<file path="src/rtl/lsu_pkg.sv">
// Purpose: shared encodings for the load/store alignment unit (funct3 codes,
//          FSM states, memory read-op code) plus small decode helpers.
// Ports:   none (package).
package lsu_pkg;

    // RV32 funct3 encodings for loads/stores
    localparam logic [2:0] F3_B  = 3'b000;
    localparam logic [2:0] F3_H  = 3'b001;
    localparam logic [2:0] F3_W  = 3'b010;
    localparam logic [2:0] F3_BU = 3'b100;
    localparam logic [2:0] F3_HU = 3'b101;

    // data_memory read-op: raw word; all extension happens in lsu_extract
    localparam logic [2:0] MEM_OP_RAW = 3'b010;

    typedef enum logic {
        ST_IDLE  = 1'b0,
        ST_BEAT2 = 1'b1
    } lsu_state_e;

    // Byte-lane mask of an access before shifting by the address offset.
    // Illegal size code 2'b11 yields an empty mask so it never looks misaligned.
    function automatic logic [3:0] size_mask(input logic [2:0] funct3);
        logic [3:0] m;
        case (funct3[1:0])
            2'b00:   m = 4'b0001;
            2'b01:   m = 4'b0011;
            2'b10:   m = 4'b1111;
            default: m = 4'b0000;
        endcase
        return m;
    endfunction

    function automatic logic funct3_legal(input logic we, input logic [2:0] funct3);
        logic ok;
        if (we) begin
            ok = (funct3 == F3_B) || (funct3 == F3_H) || (funct3 == F3_W);
        end else begin
            ok = (funct3 == F3_B) || (funct3 == F3_H) || (funct3 == F3_W) ||
                 (funct3 == F3_BU) || (funct3 == F3_HU);
        end
        return ok;
    endfunction

endpackage

</file>
<file path="src/rtl/lsu_extract.sv">
// Purpose: select the addressed bytes out of a two-word window and sign/zero extend.
// Ports:   hi/lo = upper/lower memory words, off = byte offset into lo,
//          funct3 = load type, result = extended value (0 for non-load codes).
module lsu_extract
    import lsu_pkg::*;
(
    input  logic [31:0] hi,
    input  logic [31:0] lo,
    input  logic [1:0]  off,
    input  logic [2:0]  funct3,
    output logic [31:0] result
);

    logic [31:0] sel;

    always_comb begin
        // Shift the 64-bit window right so the first addressed byte lands in lane 0
        sel    = 32'({hi, lo} >> {off, 3'b000});
        result = 32'h0;
        case (funct3)
            F3_B:    result = {{24{sel[7]}}, sel[7:0]};
            F3_H:    result = {{16{sel[15]}}, sel[15:0]};
            F3_W:    result = sel;
            F3_BU:   result = {24'h0, sel[7:0]};
            F3_HU:   result = {16'h0, sel[15:0]};
            default: result = 32'h0;
        endcase
    end

endmodule

</file>
<file path="src/rtl/lsu_align.sv">
// Purpose: convert RV32 byte-addressed load/store requests into word-memory beats
//          (address, byte enables, lane-shifted data) and return extended load data.
//          Misaligned accesses are split into two beats when LSU_MISALIGN_EN is
//          defined; otherwise they are rejected with resp_err.
// Ports:   req_* = core request (valid/ready), resp_* = registered one-cycle response,
//          mem_* = combinational interface to data_memory (mem_rdata same-cycle).
// Latency: aligned/error 1 cycle to resp_valid; misaligned 2 cycles, req_ready low
//          during the second beat.
module lsu_align
    import lsu_pkg::*;
#(
    parameter int ADDR_WIDTH = 15
) (
    input  logic                  clk,
    input  logic                  rst_n,
    input  logic                  req_valid,
    output logic                  req_ready,
    input  logic                  req_we,
    input  logic [2:0]            req_funct3,
    input  logic [31:0]           req_addr,
    input  logic [31:0]           req_wdata,
    output logic                  resp_valid,
    output logic [31:0]           resp_rdata,
    output logic                  resp_err,
    output logic                  mem_we,
    output logic [3:0]            mem_be,
    output logic [ADDR_WIDTH-1:0] mem_addr,
    output logic [31:0]           mem_wdata,
    output logic [2:0]            mem_op_read,
    input  logic [31:0]           mem_rdata
);

    // ---------------- request decode ----------------
    logic [1:0]            off;
    logic [ADDR_WIDTH-1:0] wa;
    logic [7:0]            mask8;
    logic [63:0]           wdata64;
    logic                  legal;
    logic                  split;
    logic                  accept;

    assign off     = req_addr[1:0];
    assign wa      = req_addr[ADDR_WIDTH+1:2];
    assign mask8   = {4'b0000, size_mask(req_funct3)} << off;
    assign wdata64 = {32'h0, req_wdata} << {off, 3'b000};
    assign legal   = funct3_legal(req_we, req_funct3);
    // Any lane pushed into the upper nibble means the access crosses a word
    assign split   = |mask8[7:4];
    assign accept  = req_valid & req_ready;

    // Byte address bits above the memory's reach are deliberately ignored
    logic unused_addr_bits;
    assign unused_addr_bits = ^req_addr[31:ADDR_WIDTH+2];

    assign mem_op_read = MEM_OP_RAW;

    // ---------------- response registers ----------------
    logic        resp_valid_q, resp_valid_d;
    logic [31:0] resp_rdata_q, resp_rdata_d;
    logic        resp_err_q,   resp_err_d;

    // ---------------- extraction ----------------
    logic [31:0] ext_hi, ext_lo, ext_result;
    logic [1:0]  ext_off;
    logic [2:0]  ext_f3;

    lsu_extract u_extract (
        .hi     (ext_hi),
        .lo     (ext_lo),
        .off    (ext_off),
        .funct3 (ext_f3),
        .result (ext_result)
    );

    logic mem_we_c;
    // A beat must never write while reset is held, regardless of stale state
    assign mem_we = mem_we_c & rst_n;

`ifdef LSU_MISALIGN_EN
    // ---------------- second-beat state ----------------
    lsu_state_e            state_q,   state_d;
    logic [31:0]           cap_q,     cap_d;      // beat-1 read word
    logic                  b2_we_q,   b2_we_d;
    logic [3:0]            b2_be_q,   b2_be_d;
    logic [ADDR_WIDTH-1:0] b2_addr_q, b2_addr_d;
    logic [31:0]           b2_wdata_q, b2_wdata_d;
    logic [1:0]            b2_off_q,  b2_off_d;
    logic [2:0]            b2_f3_q,   b2_f3_d;

    assign req_ready = (state_q == ST_IDLE);
`else
    assign req_ready = 1'b1;

    // Upper write lanes only feed a second beat, which this build never issues
    logic unused_wdata_hi;
    assign unused_wdata_hi = ^wdata64[63:32];
`endif

    always_comb begin
        mem_we_c     = 1'b0;
        mem_be       = 4'b0000;
        mem_addr     = wa;
        mem_wdata    = wdata64[31:0];
        resp_valid_d = 1'b0;
        resp_rdata_d = resp_rdata_q;
        resp_err_d   = resp_err_q;
        ext_hi       = 32'h0;
        ext_lo       = mem_rdata;
        ext_off      = off;
        ext_f3       = req_funct3;
`ifdef LSU_MISALIGN_EN
        state_d    = state_q;
        cap_d      = cap_q;
        b2_we_d    = b2_we_q;
        b2_be_d    = b2_be_q;
        b2_addr_d  = b2_addr_q;
        b2_wdata_d = b2_wdata_q;
        b2_off_d   = b2_off_q;
        b2_f3_d    = b2_f3_q;

        if (state_q == ST_BEAT2) begin
            // Second beat: drive from registered state, finish the response
            mem_we_c     = b2_we_q;
            mem_be       = b2_be_q;
            mem_addr     = b2_addr_q;
            mem_wdata    = b2_wdata_q;
            ext_hi       = mem_rdata;
            ext_lo       = cap_q;
            ext_off      = b2_off_q;
            ext_f3       = b2_f3_q;
            resp_valid_d = 1'b1;
            resp_rdata_d = b2_we_q ? 32'h0 : ext_result;
            resp_err_d   = 1'b0;
            state_d      = ST_IDLE;
        end else
`endif
        if (accept) begin
`ifdef LSU_MISALIGN_EN
            if (!legal) begin
`else
            if (!legal || split) begin
`endif
                // Rejected: no beat issued, single-cycle error response
                resp_valid_d = 1'b1;
                resp_rdata_d = 32'h0;
                resp_err_d   = 1'b1;
            end else begin
                mem_we_c = req_we;
                mem_be   = mask8[3:0];
`ifdef LSU_MISALIGN_EN
                if (split) begin
                    state_d    = ST_BEAT2;
                    cap_d      = mem_rdata;
                    b2_we_d    = req_we;
                    b2_be_d    = mask8[7:4];
                    b2_addr_d  = wa + ADDR_WIDTH'(1);   // wraps at top of memory
                    b2_wdata_d = wdata64[63:32];
                    b2_off_d   = off;
                    b2_f3_d    = req_funct3;
                end else
`endif
                begin
                    resp_valid_d = 1'b1;
                    resp_rdata_d = req_we ? 32'h0 : ext_result;
                    resp_err_d   = 1'b0;
                end
            end
        end
    end

    always_ff @(posedge clk or negedge rst_n) begin
        if (!rst_n) begin
            resp_valid_q <= 1'b0;
            resp_rdata_q <= 32'h0;
            resp_err_q   <= 1'b0;
        end else begin
            resp_valid_q <= resp_valid_d;
            resp_rdata_q <= resp_rdata_d;
            resp_err_q   <= resp_err_d;
        end
    end

`ifdef LSU_MISALIGN_EN
    always_ff @(posedge clk or negedge rst_n) begin
        if (!rst_n) begin
            state_q    <= ST_IDLE;
            cap_q      <= 32'h0;
            b2_we_q    <= 1'b0;
            b2_be_q    <= 4'b0000;
            b2_addr_q  <= '0;
            b2_wdata_q <= 32'h0;
            b2_off_q   <= 2'b00;
            b2_f3_q    <= 3'b000;
        end else begin
            state_q    <= state_d;
            cap_q      <= cap_d;
            b2_we_q    <= b2_we_d;
            b2_be_q    <= b2_be_d;
            b2_addr_q  <= b2_addr_d;
            b2_wdata_q <= b2_wdata_d;
            b2_off_q   <= b2_off_d;
            b2_f3_q    <= b2_f3_d;
        end
    end
`endif

    assign resp_valid = resp_valid_q;
    assign resp_rdata = resp_rdata_q;
    assign resp_err   = resp_err_q;

endmodule

</file>
<file path="config.mk">
export PLATFORM = sky130hd
export DESIGN_NAME = lsu_align
export DESIGN_NICKNAME = d
export VERILOG_FILES = /design/src/rtl/lsu_pkg.sv /design/src/rtl/lsu_extract.sv /design/src/rtl/lsu_align.sv
export SDC_FILE = /design/constraint.sdc
export NUM_CORES = 1
export LEC_CHECK = 0
export ABC_AREA = 1
export ABC_CLOCK_PERIOD_IN_PS = 1000
export BUFFER_PORTS_ARGS = -buffer_cell sky130_fd_sc_hd__buf_4
export CORE_UTILIZATION = 43
export CTS_CLUSTER_SIZE = 40
export DETAILED_ROUTE_END_ITERATION = 8
export PLACE_DENSITY_LB_ADDON = 0.25
export SLEW_MARGIN = 40
export SYNTH_ARGS = -nofsm -noshare
export SYNTH_HDL_FRONTEND = slang
export SYNTH_HIERARCHICAL = 1
export SYNTH_SLANG_ARGS = --single-unit
</file>
<file path="constraint.sdc">
create_clock -name clk -period 1 [get_ports clk]
set_input_delay 0.05 -clock clk [delete_from_list [all_inputs] [get_ports clk]]
set_output_delay 0.05 -clock clk [all_outputs]
set_load 0.005 [all_outputs]
</file>
==> impl_metrics.ini, run 1 <==
[sta]
fin_tns_setup_ps = -5060
period_needed_ps = 1150
finalCritPeriodShare_pct = 115
finalSetupViolations = 65
report.final.slew_viol_count = 0
rsz0062_at_grt = true
fmax_ghz = 0.867
worst_slack_ps = -153
clock_skew_ps = 0
finalHoldViolCount = 0

[clocking]
cts_buffer_depth = 2
cts_tree = yes
htree_levels = 2
cts_buffers = 5
worstSkewPairLatency_ps = 290
cts.sinks = 34
clock-root-buffer = clkbuf_8

[logic_synthesis]
ys_seq_area_share_pct = 21.6
yosysWarnings = 6
synth_top_area_share_pct = 21.6
synth_cells = 688
synth_area_leaders = dfrtp_1, nand2_1, inv_1, nand3_1, nor2_1
synth_cell_type_count = 29
yosysTopAreaCell = dfrtp_1
synth_area_per_cell_sq_um = 5.72
synth_seq_cells = 34
synth_area_sq_um = 3940

[worst_setup_path]
path_class = in2out
path_max_fanout = 6
slowest_delay_ps = 210
crit_chain = buf_12 -> inv_8 -> ha_4 -> nand2_8 -> nand2_4 -> nand2_4 -> nand4_1 -> nor2_1 -> buf_4
worst_ep_arrival_time_ps = 1100
cpMostUsedCell = nand2_4
crit_path_end_kind = output port
startpoint_type = primary input
slowest_stage = ha_4
cp.required_ps = 950

[die]
core-area_sq_um = 8810
dieArea_sq_um = 9540
num_rows = 34
io_pins = 193
die_w_um = 97.7
die_y_um = 97.7
initial_core_util_pct = 44.7

[final_layout]
antenna_cells = 0
nets = 982
instances_no_fill = 983
drive_above_1_share_pct = 37.3
layout_commonest_cell = nand2_1
fillers = 680
syn_to_final_growth_pct = 65.7
layout_common_cells = nand2_1, buf_4, inv_1

[place]
hpwl_mm = 9.14
port_buffers = 143
dp.cells = 945
gp_congestion = 0.908

[routing]
drt-initial-drc-count = 446
antenna_left = 0
first_pass_iters = 8
drc = 34
vias_per_cell = 5.35
post_drt_wl_per_cell_um = 15.5
routed_wl_mm = 15.2
vias = 5263

[power_and_ir_drop]
switching_share_pct = 37.0
seq_power_share_pct = 28.8
ir_drop_mv = 0.679
p_sw_w = 0.00187
p_int_w = 0.00318
p_clk_share_pct = 21.3
pwr-share-comb_pct = 49.9
p_leak_nw = 3.49
pwr_density_cell_nw_per_um2 = 773

[grt]
grt_pass1_wl_mm = 21.9
grtUsageTotal_pct = 28.0
overflow = 0
met1_usage_pct = 31.7
top_usage_layer = met2
antenna_found_initial = 0
grt_use_met3_pct = 4.96
grt_max_degree = 40
first_global_vias = 4854
grt_util_met2_pct = 52.6

[outcome]
status = finished, violations left
violations = DRC, setup timing

[job]
max-cap-violations = 0

[worst_hold_path]
hp-class = in2out
what timing repair did:
| action | CTS | global route |
|---|---|---|
| buffers inserted | 8 | 5 |
| hold buffers | 2 | 0 |
| hold endpoints to repair | 36 | 0 |
| setup endpoints to repair | 69 | 69 |
| gates cloned | 9 | 6 |
| pin swaps | 28 | 64 |
| resized for setup | 104 | 109 |
layer usage:
metal / part of all wire [%] / routed length (um) / up-vias
li1: - / - / 2518
met1: 38 / 5840 / 2465
met2: 53 / 7990 / 241
met3: 6.4 / 977 / 39
met4: 2.6 / 389 / 0
met5: 0 / 0 / -
worst max-delay path, delay by kind of cell:
kind,cells,cell delay [ps]
simple gates,5,510
buf+inv,3,320
fa+ha+maj,1,210
cells in the mapped netlist:
| library cell | instances |
|---|---|
| a21oi_1 | 11 |
| nand2_1 | 214 |
| nor3_1 | 7 |
| conb_1 | 2 |
| nor3_2 | 1 |
| nor3_4 | 2 |
| clkbuf_1 | 10 |
| ha_1 | 5 |
| inv_1 | 89 |
| nand2_4 | 3 |
| o22ai_1 | 8 |
| o21ai_1 | 5 |
| nand3_1 | 59 |
| o211ai_1 | 1 |
| a22oi_1 | 8 |
| buf_1 | 1 |
| inv_2 | 3 |
| clkinv_1 | 1 |
| nor2_1 | 76 |
| nand2_2 | 2 |
| dfrtp_1 | 34 |
| buf_2 | 20 |
| nand3_2 | 1 |
| o21ai_0 | 49 |
| nand4_1 | 34 |
| or2_2 | 9 |
| buf_4 | 22 |
| nand3_4 | 1 |
| buf_6 | 10 |
cell families (layout without fill, tap and decap cells):
family	after synthesis	after routing	synth area share, %
simple gates	409	413	45.8
compound gates	82	82	11.3
fa+ha+maj	5	5	1.59
flops	34	34	21.6
buf+inv	156	305	19.5
other cells	2	36	0.191
layout make-up:
class                      count  area (sq um)  share of cell area [%]
multi-input combinational    536          3020                    46.3
clock buffer                   7          86.3                    1.32
sequential                    34           851                    13.0
clock inverter                 1          5.00                  0.0767
tap                          108           135                    2.07
inverter                      93           382                    5.85
timing repair buffer         204          2040                    31.4
stage by stage:
stage / area, sq um / setup slack (ps) / hold slack, ps / total power, W / util (%)
5_1_grt: 6520 / -185 / 100 / 0.00532 / 74.1
2_1_floorplan: 4070 / 2.18 / -246 / 0.00252 / -
4_1_cts: 5950 / -105 / 100 / 0.00466 / 67.5
3_5_place_dp: 5260 / -437 / 100 / 0.00329 / 59.7
3_3_place_gp: 5260 / -403 / 100 / 0.00325 / 59.7
6_report: 6520 / -153 / 100 / 0.00504 / 74.1
final timing paths:
| check | startpoint | to | slack, ps | cells past startpoint |
|---|---|---|---|---|
| min reg2reg | resp_rdata[24] | resp_rdata[24] | 470 | 2 |
| min in group asynchronous | rst_n | resp_valid | 350 | 3 |
| min | req_addr[8] | mem_addr[6] | 100 | 0 |
| max in group asynchronous | rst_n | resp_rdata[2] | 320 | 3 |
| max reg2reg | resp_rdata[5] | resp_rdata[5] | 330 | 2 |
| max | req_funct3[0] | mem_we | -150 | 9 |
power by group through the flow:
stage	Sequential (W)	Clock (W)	Combinational [W]
2_1_floorplan	0.00148	0	0.00104
3_3_place_gp	0.00148	0	0.00177
3_5_place_dp	0.00148	0	0.00181
4_1_cts	0.00145	0.00109	0.00213
5_1_grt	0.00146	0.00117	0.00270
6_report	0.00145	0.00108	0.00252
state kept, by name (all words and copies together) (netlist names):
signal and flops:
resp_valid 1, resp_err 1, resp_rdata 32
Power figures use the tool's default switching activity.
==> inputs of run 2 (changes only) <==
--- a/config.mk
+++ b/config.mk
@@ -8,12 +8,13 @@
 export ABC_AREA = 1
 export ABC_CLOCK_PERIOD_IN_PS = 1000
 export BUFFER_PORTS_ARGS = -buffer_cell sky130_fd_sc_hd__buf_4
-export CORE_UTILIZATION = 43
+export CELL_PAD_IN_SITES_DETAIL_PLACEMENT = 0
+export CELL_PAD_IN_SITES_GLOBAL_PLACEMENT = 2
+export CORE_UTILIZATION = 20
 export CTS_CLUSTER_SIZE = 40
 export DETAILED_ROUTE_END_ITERATION = 8
 export PLACE_DENSITY_LB_ADDON = 0.25
 export SLEW_MARGIN = 40
 export SYNTH_ARGS = -nofsm -noshare
 export SYNTH_HDL_FRONTEND = slang
-export SYNTH_HIERARCHICAL = 1
 export SYNTH_SLANG_ARGS = --single-unit
==> run 2 against run 1 <==
The flow finishes with violations (setup timing). Via count fell by 33%. Cell count is 17% lower. Critical path depth rose by 1. Global-route usage fell by 13 points. Design area decreased by 26%. Largest cell class unchanged. Largest power group is now clock. Highest routed layer unchanged.
==> impl_metrics.ini, run 2 <==
[outcome]
status = finished, violations left
violations = setup timing

[worst_setup_path]
r2r-end = resp_err
crit_path_end_kind = output port
slowest_stage = ha_4
rr_worst_depth = 3
cp-startpoint = req_funct3[0]
path_class = in2out
slowest_delay_ps = 200
r2r_setup_slack_ps = 160
cpMostUsedCell = buf_4
cp.required_ps = 950
path_max_fanout = 4
worst_ep_arrival_time_ps = 1160
crit_chain = buf_12 -> inv_8 -> ha_4 -> nand2_4 -> nor2_2 -> a21oi_2 -> buf_4 -> nand4_1 -> nor2_1 -> buf_4
r2r-start = resp_err
startpoint_type = primary input

[worst_hold_path]
hold_start = req_valid
whs_path_depth = 2
whs_endpoint = resp_valid
hp-class = in2reg

[logic_synthesis]
synth_common_cells = nand2_1, nor2_1, dfrtp_1
yosysTopAreaCell = dfrtp_1
yosysMostFrequentCell = nand2_1
yosysWarnings = 0
ys_seq_area_share_pct = 29.4
synth_cells = 469
synth-edff-count = 0
synth_ff_type = dfrtp_1
synth_mux_area_share_pct = 0
synth_area_leaders = dfrtp_1, nand2_1, nor2_1, buf_4, nand3_1
synth_seq_cells = 34
synth_compound_area_share_pct = 13.4
synth_fa_ha_area_share_pct = 2.16
synth_xor_area_share_pct = 0
synth_area_per_cell_sq_um = 6.17
synth-simple-area-share_pct = 40.0
synth_area_sq_um = 2900
synth_top_area_share_pct = 29.4
synth_cell_type_count = 28
synthArstFlopShare_pct = 100
synth_top_family_by_area = simple AND/OR/NAND/NOR gates

[sta]
report.final.slew_viol_count = 0
finalCritPeriodShare_pct = 121
clock_skew_ps = 0
finalHoldViolCount = 0
period_needed_ps = 1210
worst_slack_ps = -206
fmax_ghz = 0.829
rsz0062_at_grt = true
finalSetupViolations = 45
fin_tns_setup_ps = -5810

[power_and_ir_drop]
pwr_density_cell_nw_per_um2 = 974
power.total_w = 0.00472
ir_drop_mv = 0.882
p_leak_nw = 2.68

[routing]
post_drt_wl_per_cell_um = 13.9
drt-initial-drc-count = 68
dr_wl_met3_um = 819
vias = 3529
antenna_left = 0
vias_per_cell = 4.33
drc = 0
wl_met1_mm = 4.99
maxUsedRoutingLayer = met4
dr_wl_met2_mm = 5.46
routed_wl_mm = 11.3
first_pass_iters = 4

[die]
die_y_um = 122
die_w_um = 122
dieArea_sq_um = 15000
num_rows = 43
io_pins = 193
initial_core_util_pct = 20.7
core-area_sq_um = 14000

[grt]
first_global_vias = 3610
overflow = 0
grtUsageTotal_pct = 15.2
grt_pass1_wl_mm = 17.9
antenna_found_initial = 0
grt_max_degree = 33

[clocking]
cts_buffer_depth = 2
clk_pin_slew_worst_paths_ps = 50
cts_tree = yes
cts_buffers = 5
cts.sinks = 34
clock-root-buffer = clkbuf_16
htree_levels = 2
worstSkewPairLatency_ps = 270

[place]
preCtsSetupSlack_ps = -714
port_buffers = 143
hpwl_mm = 8.48
gp_congestion = 0.786

[final_layout]
syn_to_final_growth_pct = 67.5
final_util_pct = 34.7
layout_commonest_cell = buf_4
largest_reg_flops = 32
drive_above_1_share_pct = 38.1
layout_common_cells = buf_4, nand2_1, nor2_1
antenna_cells = 0
nets = 742

[job]
max-cap-violations = 0
## run 2: final cells by class
class	instances	area, sq um
Fill cell	1578	9140
Multi-Input combinational cell	359	1770
Timing Repair Buffer	203	1680
Sequential cell	34	851
Tap cell	180	225
Inverter	31	160
Clock buffer	7	133
Clock inverter	1	30.0
## run 2: metrics by stage
stage	hold slack (ps)	cells	area (sq um)
after floorplan	-246	471	2940
after global placement	62.7	787	4260
after detailed placement	63.4	787	4260
after CTS	1.88	813	4810
after global routing	17.1	815	4850
final	4.56	815	4850
## run 2: logic make-up (layout without fill, tap and decap cells)
group / Yosys count / in the layout
buffers and inverters: 79 / 242
AOI/OAI and AO/OA: 59 / 59
other: 2 / 4
DFF: 34 / 34
and+or+nand+nor: 290 / 291
adders and majority gates: 5 / 5
## run 2: power by group
group | switching (W) | leakage [nW] | internal, W
Sequential | 0.0000246 | 0.466 | 0.00142
Combinational | 0.000745 | 2.13 | 0.000797
Clock | 0.000561 | 0.0781 | 0.00118
Total | 0.00133 | 2.68 | 0.00339
## run 2: what timing repair did
item | CTS | global route
setup buffers | 15 | 2
pin swaps | 14 | 7
hold buffers | 1 | 0
cloned | 3 | 0
resized for setup | 48 | 8
setup endpoints to repair | 55 | 54
endpoints found under the hold margin | 34 | 0
## run 2: worst max path at each step
stage	depth (start not counted)	endpoint	slack, ps
final	10	mem_be[3]	-210
after detailed placement	10	resp_rdata[26]	-710
after CTS	10	mem_be[2]	-230
after floorplan	10	resp_rdata[5]	-80
after global routing	10	mem_be[3]	-300
after global placement	10	resp_rdata[5]	-670
## run 2: routing by layer
metal / vias up / global-route usage (%)
met5: - / 0
met4: 0 / 2.74
met3: 9 / 3.67
met2: 122 / 26.8
met1: 1606 / 18.6
li1: 1792 / -
## run 2: worst max-delay path: cells and delay by family
family | cells | cell delay (ps)
AO/OA/AOI/OAI | 1 | 110
adder cells (fa/ha/maj) | 1 | 200
AND/OR/NAND/NOR | 4 | 390
buffers and inverters | 4 | 390
